**config.mk**
```make
export PLATFORM = sky130hd
export DESIGN_NAME = rnd_backoff
export DESIGN_NICKNAME = d
export VERILOG_FILES = /design/src/rtl/rnd_backoff_pkg.sv /design/src/rtl/rnd_backoff_tick_gen.sv /design/src/rtl/rnd_backoff.sv
export SDC_FILE = /design/constraint.sdc
export NUM_CORES = 1
export LEC_CHECK = 0
export ABC_AREA = 1
export CELL_PAD_IN_SITES_DETAIL_PLACEMENT = 1
export CELL_PAD_IN_SITES_GLOBAL_PLACEMENT = 2
export CORE_ASPECT_RATIO = 1.5
export CORE_MARGIN = 5
export CORE_UTILIZATION = 32
export DETAILED_ROUTE_END_ITERATION = 7
export GPL_TIMING_DRIVEN = 0
export PLACE_DENSITY_LB_ADDON = 0.1
export SLEW_MARGIN = 0
export SYNTH_ARGS = -nofsm -noshare
export SYNTH_HDL_FRONTEND = slang
export SYNTH_SLANG_ARGS = --single-unit
```
**constraint.sdc**
```tcl
create_clock -name clk -period 6.2 [get_ports clk]
set_input_delay 1.24 -clock clk [delete_from_list [all_inputs] [get_ports clk]]
set_output_delay 1.24 -clock clk [all_outputs]
set_load 0.005 [all_outputs]
```
**src/rtl/rnd_backoff_pkg.sv**
```systemverilog
// ============================================================================
// Module   : rnd_backoff_pkg
// Purpose  : Shared types and the period calculation for the randomised
//            retransmission backoff timer.
// Revision : 1.0 - initial release
// ============================================================================
`default_nettype none

package rnd_backoff_pkg;

  // Controller states: idle, timing a window, waiting for a retry decision
  typedef enum logic [1:0] {
    IDLE = 2'd0,
    RUN  = 2'd1,
    WAIT = 2'd2
  } backoff_state_t;

  localparam int unsigned C_BASE_W = 16;
  localparam int unsigned C_ATT_W  = 4;
  localparam int unsigned C_CALC_W = 64;

  // Window length in ticks: (base << shift) + jitter, never zero.
  // Worked in a wide intermediate so nothing is lost before the caller
  // narrows it to its own counter width.
  function automatic logic [C_CALC_W-1:0] calc_period(
    input logic [C_BASE_W-1:0] base,
    input logic [C_ATT_W-1:0]  shift,
    input logic [C_CALC_W-1:0] jit
  );
    logic [C_CALC_W-1:0] p;
    p = ({{(C_CALC_W-C_BASE_W){1'b0}}, base} << shift) + jit;
    if (p == '0) begin
      p = {{(C_CALC_W-1){1'b0}}, 1'b1};
    end
    return p;
  endfunction

endpackage

`default_nettype wire

```
**src/rtl/rnd_backoff_tick_gen.sv**
```systemverilog
// ============================================================================
// Module   : rnd_backoff_tick_gen
// Purpose  : Prescaler producing a one-cycle tick every TICK_DIV enabled
//            clocks; a synchronous clear restarts the count from zero so the
//            first tick after an arm lands exactly TICK_DIV cycles later.
// Revision : 1.0 - initial release
// ============================================================================
`default_nettype none

module rnd_backoff_tick_gen #(
  parameter int unsigned TICK_DIV = 125000
) (
  input  logic clk,
  input  logic rst_n,
  input  logic en_i,
  input  logic clr_i,
  output logic tick_o
);

  // With TICK_DIV=1 a single bit that stays at zero gives a tick every cycle
  localparam int unsigned          PW     = (TICK_DIV > 1) ? $clog2(TICK_DIV) : 1;
  localparam logic [PW-1:0]        C_LAST = PW'(TICK_DIV - 1);

  logic [PW-1:0] presc_q;
  logic [PW-1:0] presc_d;

  // Next prescaler value: clear wins, otherwise count and wrap while enabled
  always_comb begin
    presc_d = presc_q;
    if (clr_i) begin
      presc_d = '0;
    end else if (en_i) begin
      presc_d = (presc_q == C_LAST) ? '0 : presc_q + PW'(1);
    end
  end

  // Prescaler register
  always_ff @(posedge clk) begin
    if (!rst_n) begin
      presc_q <= '0;
    end else begin
      presc_q <= presc_d;
    end
  end

  assign tick_o = en_i && (presc_q == C_LAST);

endmodule

`default_nettype wire

```
**src/rtl/rnd_backoff.sv**
```systemverilog
// ============================================================================
// Module   : rnd_backoff
// Purpose  : Randomised retransmission/backoff timer. Each arm samples the
//            PRNG word and times (BASE << min(attempt,MAX_SHIFT)) + jitter
//            ticks, pulses expired on timeout and reports exhaustion once a
//            retry is requested beyond MAX_RETRY.
// Revision : 1.0 - initial release
// ============================================================================
`default_nettype none

module rnd_backoff
  import rnd_backoff_pkg::*;
#(
  parameter int unsigned W           = 32,
  parameter int unsigned TICK_DIV    = 125000,
  parameter int unsigned BASE_TICKS  = 1000,
  parameter int unsigned JITTER_BITS = 8,
  parameter int unsigned MAX_SHIFT   = 4,
  parameter int unsigned MAX_RETRY   = 5
) (
  input  logic         clk,
  input  logic         rst_n,
  input  logic [W-1:0] rnd_i,
  input  logic         start_i,
  input  logic         retry_i,
  input  logic         abort_i,
  output logic         busy_o,
  output logic         expired_o,
  output logic         exhausted_o,
  output logic [3:0]   attempt_o
);

  // Counter wide enough for the largest shifted base plus the jitter term
  localparam int unsigned CW = ((16 + MAX_SHIFT >= JITTER_BITS) ? (16 + MAX_SHIFT)
                                                               : JITTER_BITS) + 1;

  localparam logic [C_BASE_W-1:0] C_BASE      = C_BASE_W'(BASE_TICKS);
  localparam logic [C_ATT_W-1:0]  C_MAX_SHIFT = C_ATT_W'(MAX_SHIFT);
  localparam logic [C_ATT_W-1:0]  C_MAX_RETRY = C_ATT_W'(MAX_RETRY);

  backoff_state_t      state_q;
  backoff_state_t      state_d;
  logic [CW-1:0]       cnt_q;
  logic [CW-1:0]       cnt_d;
  logic [C_ATT_W-1:0]  attempt_q;
  logic [C_ATT_W-1:0]  attempt_d;
  logic                exhausted_q;
  logic                exhausted_d;

  logic                w_arm;
  logic                w_abort;
  logic                w_run;
  logic                w_tick;
  logic                w_final;
  logic [C_ATT_W-1:0]  w_shift;
  logic [C_CALC_W-1:0] w_jit;
  logic [CW-1:0]       w_period;

  // Only the low jitter bits matter; the rest of the word is intentionally ignored
  logic                w_unused_rnd;
  assign w_unused_rnd = ^rnd_i;

  generate
    if (JITTER_BITS == 0) begin : g_jit_none
      assign w_jit = '0;
    end else begin : g_jit
      assign w_jit = C_CALC_W'(rnd_i[JITTER_BITS-1:0]);
    end
  endgenerate

  assign w_run   = (state_q == RUN);
  assign w_final = w_tick && (cnt_q == CW'(1));

  // The window is sized from the attempt index that the arm is about to use
  assign w_shift  = (attempt_d > C_MAX_SHIFT) ? C_MAX_SHIFT : attempt_d;
  assign w_period = CW'(calc_period(C_BASE, w_shift, w_jit));

  rnd_backoff_tick_gen #(
    .TICK_DIV (TICK_DIV)
  ) u_tick_gen (
    .clk    (clk),
    .rst_n  (rst_n),
    .en_i   (w_run),
    .clr_i  (w_arm | w_abort),
    .tick_o (w_tick)
  );

  // State register
  always_ff @(posedge clk) begin
    if (!rst_n) begin
      state_q <= IDLE;
    end else begin
      state_q <= state_d;
    end
  end

  // Next state plus attempt/exhausted bookkeeping; abort > start > retry
  always_comb begin
    state_d     = state_q;
    attempt_d   = attempt_q;
    exhausted_d = exhausted_q;
    w_arm       = 1'b0;
    w_abort     = 1'b0;
    case (state_q)
      IDLE: begin
        // abort is a no-op here but still masks a simultaneous start
        if (start_i && !abort_i) begin
          w_arm       = 1'b1;
          attempt_d   = '0;
          exhausted_d = 1'b0;
          state_d     = RUN;
        end
      end
      RUN, WAIT: begin
        if (abort_i) begin
          w_abort     = 1'b1;
          attempt_d   = '0;
          exhausted_d = 1'b0;
          state_d     = IDLE;
        end else if (start_i) begin
          w_arm       = 1'b1;
          attempt_d   = '0;
          exhausted_d = 1'b0;
          state_d     = RUN;
        end else if (retry_i) begin
          if (attempt_q < C_MAX_RETRY) begin
            w_arm     = 1'b1;
            attempt_d = attempt_q + C_ATT_W'(1);
            state_d   = RUN;
          end else begin
            // Out of retries: attempt holds its final value for inspection
            exhausted_d = 1'b1;
            state_d     = IDLE;
          end
        end else if ((state_q == RUN) && w_final) begin
          state_d = WAIT;
        end
      end
      default: begin
        state_d = IDLE;
      end
    endcase
  end

  // Tick countdown: load the sampled period on arm, step once per tick
  always_comb begin
    cnt_d = cnt_q;
    if (w_arm) begin
      cnt_d = w_period;
    end else if (w_run && w_tick) begin
      cnt_d = cnt_q - CW'(1);
    end
  end

  // Datapath registers
  always_ff @(posedge clk) begin
    if (!rst_n) begin
      cnt_q       <= '0;
      attempt_q   <= '0;
      exhausted_q <= 1'b0;
    end else begin
      cnt_q       <= cnt_d;
      attempt_q   <= attempt_d;
      exhausted_q <= exhausted_d;
    end
  end

  // Outputs; expired fires on the final tick itself unless aborted that cycle
  always_comb begin
    busy_o      = w_run;
    expired_o   = w_run && w_final && !abort_i;
    exhausted_o = exhausted_q;
    attempt_o   = attempt_q;
  end

endmodule

`default_nettype wire

```
==> impl_metrics.toml, run 1 <==
[outcome]
status = "complete, no violations"

[synthesis]
yosysWarnings = 0
syn-num-nets = 510
synth_top_area_share = 0.301
synth.area.top_cells = "dfxtp_1 30%, nand2_1 12%, nor2_1 9.2%"
yosysSeqAreaShare = 0.301
yosysUniqueCellTypes = 34
synth_seq_cells = 45
syn_area_sq_um = 2990
yosysTopAreaCell = "dfxtp_1"
synthFlopType = "dfxtp_1"
synth_common_cells = "95 x nand2_1, 73 x nor2_1, 59 x inv_1, 45 x dfxtp_1, 31 x a21oi_1"
syn_area_per_cell_sq_um = 6.52
async_flop_share = 0
synthCells = 459
synth_most_common_cell = "nand2_1"
synth_enable_flop_cells = 0

[flow_run]
cap_violations = 0

[setup_path]
required_ps = 6360
crit_type = "in2reg"
path_buf_inv = 2
path_delay_family = "simple AND/OR/NAND/NOR gates"
path_cells = "clkdlybuf4s50_1, nor2_1, nand2_1, nor2_1, nand3_1, nand2_1, nand2_2, nand3_1, nor2_1, ha_1, fa_1, nand3_1, nand2_1, a21oi_1, inv_1, nand2_1, nand2_1, nand2_1, a21oi_1"
crit_path_frequent_cell = "nand2_1"
arrival_ps = 4210
end_kind = "register"
cp_max_fo = 5
cpMaxStageDelayCell = "clkdlybuf4s50_1"
cp-start-kind = "input port"
critPathMaxStageDelay_ps = 480

[detailed_routing]
drt-initial-drc-count = 100
drtPass1Iterations = 4
drt_drc_violations_left = 0
vias = 2955
viasPerCell = 4.94
final_antenna_net_count = 0
wl_per_cell_um = 14.5
routed_wl_um = 8680

[global_routing]
antenna_found_initial = 0
met1_usage = 0.176
grt_pass1_vias = 3240
use_met3 = 0.0218
met2_usage = 0.329
grt_first_pass_wirelength_um = 15100
grt_usage = 0.168
grt_max_degree = 15
top_usage_layer = "met2"
overflow = 0

[clocking]
clk_pin_slew_ps = 60
clock-sinks = 45
ctsResizeCount = 0
cts_tree = "done"
cts_hold_buf = 0
clkLatencyLatePin_ps = 290
cts_root_buffer = "clkbuf_16"
htree_levels = 2
post_cts_buffers = 0
cts_buffers = 5
clockBufferDepth = 2

[power_and_ir_drop]
p_sw_w = 0.000279
vdd_ir_drop_max_v = 0.000128
leakage_nw = 1.45
power_frac_clock = 0.374
p_per_area_nw_per_um2 = 246
swShare = 0.324
p_comb_frac = 0.254
pwr-share-seq = 0.372
p_int_w = 0.000582

[sta]
tightest_slew_ps = 583
max-slew-margin-rel = 0.611
clock-skew-final_ps = 8.54
clock.fmax_mhz = 246
tns_ps = 0
finalMaxSlewViolations = 0
final-hold-violation-count = 0
fin_crit_sh = 0.654
setup_viol = 0
rsz0062_at_grt = "false"
fin_crit_ps = 4060

[cells_and_area]
stdcell_area_sq_um = 3500
antenna_cells = 0
seq_area_sq_um = 901
drive_above_1_share = 0.0782
multiInputGateArea_sq_um = 1830
syn_to_final_growth_pct = 16.9
nNetsFinal = 536
fillers = 1205

[place]
gp_congestion = 0.841
placed_area_sq_um = 3320
port_buffers = 19
hpwlAfterDp_um = 7050

[floorplanning]
die_x_um = 88.9
die_h_um = 128
fp-row-count = 43
core_sq_um = 9200
io-pin-count = 44
dieArea_sq_um = 11400
start_util = 0.325

[min_path]
hold_path_class = "reg2reg"
-- flip-flops by register name, indices dropped and copies added, names as in the netlist --
| signal | flops |
|---|---|
| attempt_o | 4 |
| exhausted_o | 1 |
| cnt_q | 21 |
| state_q | 2 |
| u_tick_gen.presc_q | 17 |
-- metrics by stage --
stage / cells / hold WS (ps) / util / total power, W / worst slack, ps
after floorplan: 459 / 456 / - / 0.000479 / 2860
after global placement: 590 / 472 / 0.361 / 0.000545 / 1860
after detailed placement: 590 / 483 / 0.361 / 0.000546 / 1780
after CTS: 598 / 493 / 0.380 / 0.000876 / 2100
after global routing: 598 / 509 / 0.380 / 0.000924 / 1760
final: 598 / 492 / 0.380 / 0.000861 / 2140
-- tightest hold or removal path, delay by kind of cell, from the launching register on --
kind | cells | cell delay, ps
flops | 1 | 330
compound gates | 1 | 50
simple gates | 1 | 70
-- layout make-up --
cell class | count | area share
Multi-Input combinational cell | 345 | 0.523
Sequential cell | 45 | 0.258
Inverter | 63 | 0.0676
Timing Repair Buffer | 19 | 0.0544
Tap cell | 112 | 0.0401
Clock buffer | 6 | 0.0397
Clock inverter | 2 | 0.0107
Buffer | 6 | 0.00751
-- cells in the final DEF, fill, tap and decap left out, types with 3 or more instances in the layout --
| cell | netlist | layout |
|---|---|---|
| nand2_1 | 95 | 95 |
| nor2_1 | 73 | 73 |
| inv_1 | 59 | 59 |
| dfxtp_1 | 45 | 45 |
| a21oi_1 | 31 | 31 |
| o21ai_0 | 29 | 29 |
| nand3_1 | 28 | 28 |
| clkdlybuf4s50_1 | 0 | 19 |
| ha_1 | 13 | 13 |
| nand4_1 | 12 | 12 |
| xor2_1 | 11 | 11 |
| nor3_1 | 9 | 9 |
| nand2_2 | 5 | 5 |
| xnor2_1 | 5 | 5 |
| clkbuf_16 | 0 | 5 |
| inv_2 | 4 | 4 |
| nand3b_1 | 4 | 4 |
| nor2_2 | 4 | 4 |
| nor4_1 | 3 | 3 |
| buf_2 | 3 | 3 |
| clkbuf_1 | 3 | 3 |
| nor2_4 | 3 | 3 |
-- worst paths after layout --
path	from	end	slack, ps	depth (start not counted)
setup / recovery	start_i	cnt_q[13]	2140	19
hold / removal	u_tick_gen.presc_q[1]	u_tick_gen.presc_q[1]	490	2
setup reg to reg	state_q[0]	cnt_q[13]	2990	19
hold reg to reg	u_tick_gen.presc_q[1]	u_tick_gen.presc_q[1]	490	2
-- layer usage --
layer	up-vias	part of all wire
li1	1536	-
met1	1380	0.40
met2	23	0.56
met3	16	0.016
met4	0	0.024
met5	-	0
-- power by group through the flow --
stage / combinational (W) / clock (W) / sequential, W
floorplan: 0.000158 / 0 / 0.000321
global placement: 0.000218 / 0 / 0.000326
detailed placement: 0.000220 / 0 / 0.000327
CTS: 0.000223 / 0.000333 / 0.000320
global route: 0.000254 / 0.000347 / 0.000323
finish: 0.000219 / 0.000322 / 0.000320
-- logic make-up (layout without fill, tap and decap cells) --
| group | Yosys count | count (layout) | share of synthesized area |
|---|---|---|---|
| XOR/XNOR | 16 | 16 | 0.0468 |
| adder cells (fa/ha/maj) | 14 | 14 | 0.0611 |
| buffers and inverters | 69 | 96 | 0.0878 |
| flip-flops | 45 | 45 | 0.301 |
| AO/OA/AOI/OAI | 68 | 68 | 0.122 |
| AND/OR/NAND/NOR | 247 | 247 | 0.381 |
Power figures use the tool's default switching activity.
==> inputs of run 2 (changes only) <==
CORE_UTILIZATION = 30   (was 32)
clock period = 3.8 ns   (was 6.2 ns; I/O delays follow)
==> impl_metrics.toml, run 2 (synthesis gave the netlist of run 1 again) <==
[outcome]
status = "complete, no violations"

[sta]
clock.fmax_mhz = 288
setup_viol = 0
clock-skew-final_ps = 9.51
tightest_slew_ps = 637
fin_crit_ps = 3480
final-hold-violation-count = 0
finalMaxSlewViolations = 0
max-slew-margin-rel = 0.575
fin_crit_sh = 0.915
rsz0062_at_grt = "false"

[clocking]
post_cts_buffers = 0
cts_root_buffer = "clkbuf_16"
clk_pin_slew_ps = 60
clockBufferDepth = 2
cts_tree = "done"
cts_hold_buf = 0
cts_buffers = 5
clock-sinks = 45
ctsResizeCount = 0
htree_levels = 2
clkLatencyLatePin_ps = 290

[cells_and_area]
fin_cells = 601
final_common_cell = "nand2_1"
drive_above_1_share = 0.0802
antenna_cells = 0
stdcell_area_sq_um = 3480
syn_to_final_growth_pct = 16.2
top_register = "cnt_q"
largest_reg_flops = 21
nNetsFinal = 536
finalCoreUtilization = 0.357
final_cell_mix = "95 x nand2_1, 73 x nor2_1, 59 x inv_1, 45 x dfxtp_1, 30 x a21oi_1"

[detailed_routing]
routed_wl_um = 8940
drt-initial-drc-count = 96
drt_drc_violations_left = 0
drtPass1Iterations = 4
final_antenna_net_count = 0
wl_per_cell_um = 14.9
viasPerCell = 4.95
vias = 2974

[global_routing]
overflow = 0
grt_usage = 0.153
grt_first_pass_wirelength_um = 14900
grt_pass1_vias = 3098
antenna_found_initial = 0
grt_max_degree = 16

[setup_path]
arrival_ps = 3620
required_ps = 3950
crit_path_frequent_cell = "nand2_1"
end_kind = "register"
cp_max_fo = 5
cp-start-kind = "input port"
path_cells = "clkdlybuf4s50_1, nor2_1, nand2_1, nor2_1, nand3_1, nand2_1, nand2_2, nand3_1, nor2_1, ha_1, fa_1, nand3_1, nand2_1, a21oi_2, inv_1, nand2_1, nand2_1, nand2_1, a21oi_1"
crit_type = "in2reg"
critPathMaxStageDelay_ps = 490
cpMaxStageDelayCell = "clkdlybuf4s50_1"

[flow_run]
cap_violations = 0

[place]
dpl.cell_count = 593
placed_area_sq_um = 3330
port_buffers = 19
hpwlAfterDp_um = 7360
gp_congestion = 0.752

[floorplanning]
core_sq_um = 9740
die_h_um = 132
fp-row-count = 44
start_util = 0.307
dieArea_sq_um = 12100
io-pin-count = 44
die_x_um = 91.5

[power_and_ir_drop]
vdd_ir_drop_max_v = 0.000174
leakage_nw = 1.43
p_per_area_nw_per_um2 = 383

[min_path]
hold_path_class = "reg2reg"
run 2: cell types whose count changed in the layout (fill, tap and decap cells not counted):
cell / before / now
o21ai_0: 29 / 28
a21oi_1: 31 / 30
clkbuf_8: 1 / 0
o21ai_1: 0 / 1
clkinvlp_4: 1 / 3
a21oi_2: 0 / 1
bufinv_16: 1 / 0
run 2: final cells by class:
| cell class | count | area [sq um] |
|---|---|---|
| well taps | 115 | 144 |
| repair buffers | 19 | 190 |
| plain buffers | 6 | 26.3 |
| multi-input cells | 345 | 1830 |
| fillers | 1278 | 6270 |
| clock inverters | 3 | 22.5 |
| clock buffers | 5 | 125 |
| inverters | 63 | 236 |
| flip-flops and latches | 45 | 901 |
run 2: metrics by stage:
stage          hold slack (ps)  power, W  setup WS (ps)  TNS [ps]
5_1_grt                    511   0.00143           18.4         0
2_1_floorplan              456  0.000782            940         0
4_1_cts                    485   0.00136            168         0
3_3_place_gp               470  0.000895          -79.4      -117
6_report                   487   0.00133            325         0
3_5_place_dp               474  0.000900           -134      -405
run 2: worst paths after layout:
kind,from,endpoint,cells after the start,slack [ps]
max,start_i,cnt_q[13],19,320
min,u_tick_gen.presc_q[1],u_tick_gen.presc_q[1],2,490
max reg2reg,state_q[0],cnt_q[13],19,700
min reg2reg,u_tick_gen.presc_q[1],u_tick_gen.presc_q[1],2,490
run 2: worst max-delay path: cells and delay by family:
| kind | cells | cell delay, ps |
|---|---|---|
| buf+inv | 2 | 550 |
| compound gates | 2 | 270 |
| fa+ha+maj | 2 | 670 |
| simple gates | 13 | 1370 |
run 2: metal layers:
metal | vias up | global-route usage | part of all wire
met5 | - | 0 | 0
met4 | 0 | 0.0378 | 0.011
met3 | 5 | 0.0240 | 0.015
met2 | 15 | 0.303 | 0.56
met1 | 1426 | 0.163 | 0.42
li1 | 1528 | - | -
run 2: power by group:
group | internal [W] | total (W) | switching (W) | leakage, nW
sequential | 0.000496 | 0.000523 | 0.0000278 | 0.365
combinational | 0.000126 | 0.000361 | 0.000236 | 1.00
clock | 0.000244 | 0.000448 | 0.000204 | 0.0621
total | 0.000865 | 0.00133 | 0.000467 | 1.43
==> inputs of run 3 (changes only) <==
MAX_ROUTING_LAYER = met4   (was unset)
clock period = 3.7 ns   (was 3.8 ns; I/O delays follow)
==> impl_metrics.toml, run 3 (synthesis gave the netlist of run 1 again) <==
[outcome]
status = "complete, no violations"

[setup_path]
crit_path_frequent_cell = "nand2_1"
critPathMaxStageDelay_ps = 490
cpMaxStageDelayCell = "clkdlybuf4s50_1"
cp_max_fo = 5
cp-start-kind = "input port"
arrival_ps = 3590
path_delay_family = "simple AND/OR/NAND/NOR gates"
required_ps = 3850
crit_type = "in2reg"
end_kind = "register"
path_cells = "clkdlybuf4s50_1, nor2_1, nand2_1, nor2_1, nand3_1, nand2_1, nand2_2, nand3_1, nor2_1, ha_1, fa_1, nand3_1, nand2_1, a21oi_4, inv_1, nand2_1, nand2_1, nand2_1, a21oi_1"
path_buf_inv = 2

[clocking]
clockBufferDepth = 2
cts_hold_buf = 0
clk_pin_slew_ps = 60
cts_root_buffer = "clkbuf_16"
htree_levels = 2
clock-sinks = 45
clkLatencyLatePin_ps = 290
post_cts_buffers = 0
cts_buffers = 5
cts_tree = "done"
ctsResizeCount = 0

[floorplanning]
fp-row-count = 44
die_h_um = 132
start_util = 0.307
core_sq_um = 9740
io-pin-count = 44
die_x_um = 91.5
dieArea_sq_um = 12100

[place]
hpwlAfterDp_um = 7360
port_buffers = 19
gp_congestion = 0.762

[sta]
final-hold-violation-count = 0
clock.fmax_mhz = 290
whs_ps = 487
clock-skew-final_ps = 9.65
rsz0062_at_grt = "false"
finalMaxSlewViolations = 0
max-slew-margin-rel = 0.576
tightest_slew_ps = 636
fin_crit_ps = 3440
fin_crit_sh = 0.930
setup_viol = 0

[power_and_ir_drop]
finalPower_w = 0.00137
p_per_area_nw_per_um2 = 392
p_int_w = 0.000890
p_comb_frac = 0.272
swShare = 0.351
leakage_nw = 1.43
vdd_ir_drop_max_v = 0.000178
power_frac_clock = 0.336
pwr-share-seq = 0.392
p_sw_w = 0.000481

[flow_run]
cap_violations = 0

[cells_and_area]
top_register = "cnt_q"
nNetsFinal = 536
fillers = 1276
final_common_cell = "nand2_1"
final_cell_mix = "95 x nand2_1, 72 x nor2_1, 59 x inv_1, 45 x dfxtp_1, 30 x a21oi_1"
finalCoreUtilization = 0.359
syn_to_final_growth_pct = 16.8
largest_reg_flops = 21
drive_above_1_share = 0.0864
antenna_cells = 0

[global_routing]
overflow = 0
grt_usage = 0.157
antenna_found_initial = 0
grt_max_degree = 16
grt_first_pass_wirelength_um = 14900
grt_pass1_vias = 3098

[detailed_routing]
drt_drc_violations_left = 0
wl_per_cell_um = 14.9
vias = 2972
drtPass1Iterations = 4
routed_wl_um = 8940
final_antenna_net_count = 0
drt-initial-drc-count = 81
viasPerCell = 4.95

[min_path]
hold_path_class = "reg2reg"
## run 3: cell types whose count changed in the layout (fill, tap and decap cells not counted)
cell     change
nor2_1       -1
nor2_2       +1
ha_1         -1
o21ai_1      -1
ha_2         +1
o21ai_2      +1
a21oi_2      -1
a21oi_4      +1
## run 3: layout make-up
cell class,count,area [sq um],area share
buffer,6,26.3,0.00752
timing repair buffer,19,190,0.0544
tap,115,144,0.0412
clock inverter,3,22.5,0.00645
inverter,63,236,0.0677
clock buffer,5,125,0.0358
sequential,45,901,0.258
multi-input combinational,345,1850,0.529
## run 3: stage by stage
| step | TNS (ps) | cells | instance area [sq um] | setup slack (ps) |
|---|---|---|---|---|
| final | 0 | 601 | 3490 | 257 |
| after CTS | 0 | 601 | 3470 | 88.2 |
| after global routing | 0 | 601 | 3490 | 9.62 |
| after floorplan | 0 | 459 | 2990 | 860 |
| after detailed placement | -814 | 593 | 3330 | -214 |
| after global placement | -510 | 593 | 3330 | -159 |
## run 3: final timing paths
check             slack, ps  cells after the start             startpoint                     to
setup reg to reg        620                     19             state_q[0]              cnt_q[13]
hold reg to reg         490                      2  u_tick_gen.presc_q[1]  u_tick_gen.presc_q[1]
hold / removal          490                      2  u_tick_gen.presc_q[1]  u_tick_gen.presc_q[1]
setup / recovery        260                     19                start_i              cnt_q[13]
## run 3: worst register-to-register path: cells and delay by family, from the launching register on
family / cells / cell delay (ps)
buffers and inverters: 2 / 110
flip-flops: 1 / 390
adder cells (fa/ha/maj): 3 / 1030
AND/OR/NAND/NOR: 12 / 1180
AO/OA/AOI/OAI: 2 / 240
## run 3: per-layer routing
layer / up-vias / GRT usage / share of wire
met3: 5 / 0.0240 / 0.015
met5: - / - / 0
met4: 0 / 0.0378 / 0.011
met2: 13 / 0.303 / 0.56
li1: 1529 / - / -
met1: 1425 / 0.163 / 0.42
## run 3: power by group through the flow
stage | sequential, W | combinational (W) | clock [W]
3_5_place_dp | 0.000549 | 0.000376 | 0
5_1_grt | 0.000542 | 0.000425 | 0.000502
4_1_cts | 0.000537 | 0.000379 | 0.000480
6_report | 0.000537 | 0.000374 | 0.000460
3_3_place_gp | 0.000548 | 0.000371 | 0
2_1_floorplan | 0.000539 | 0.000264 | 0
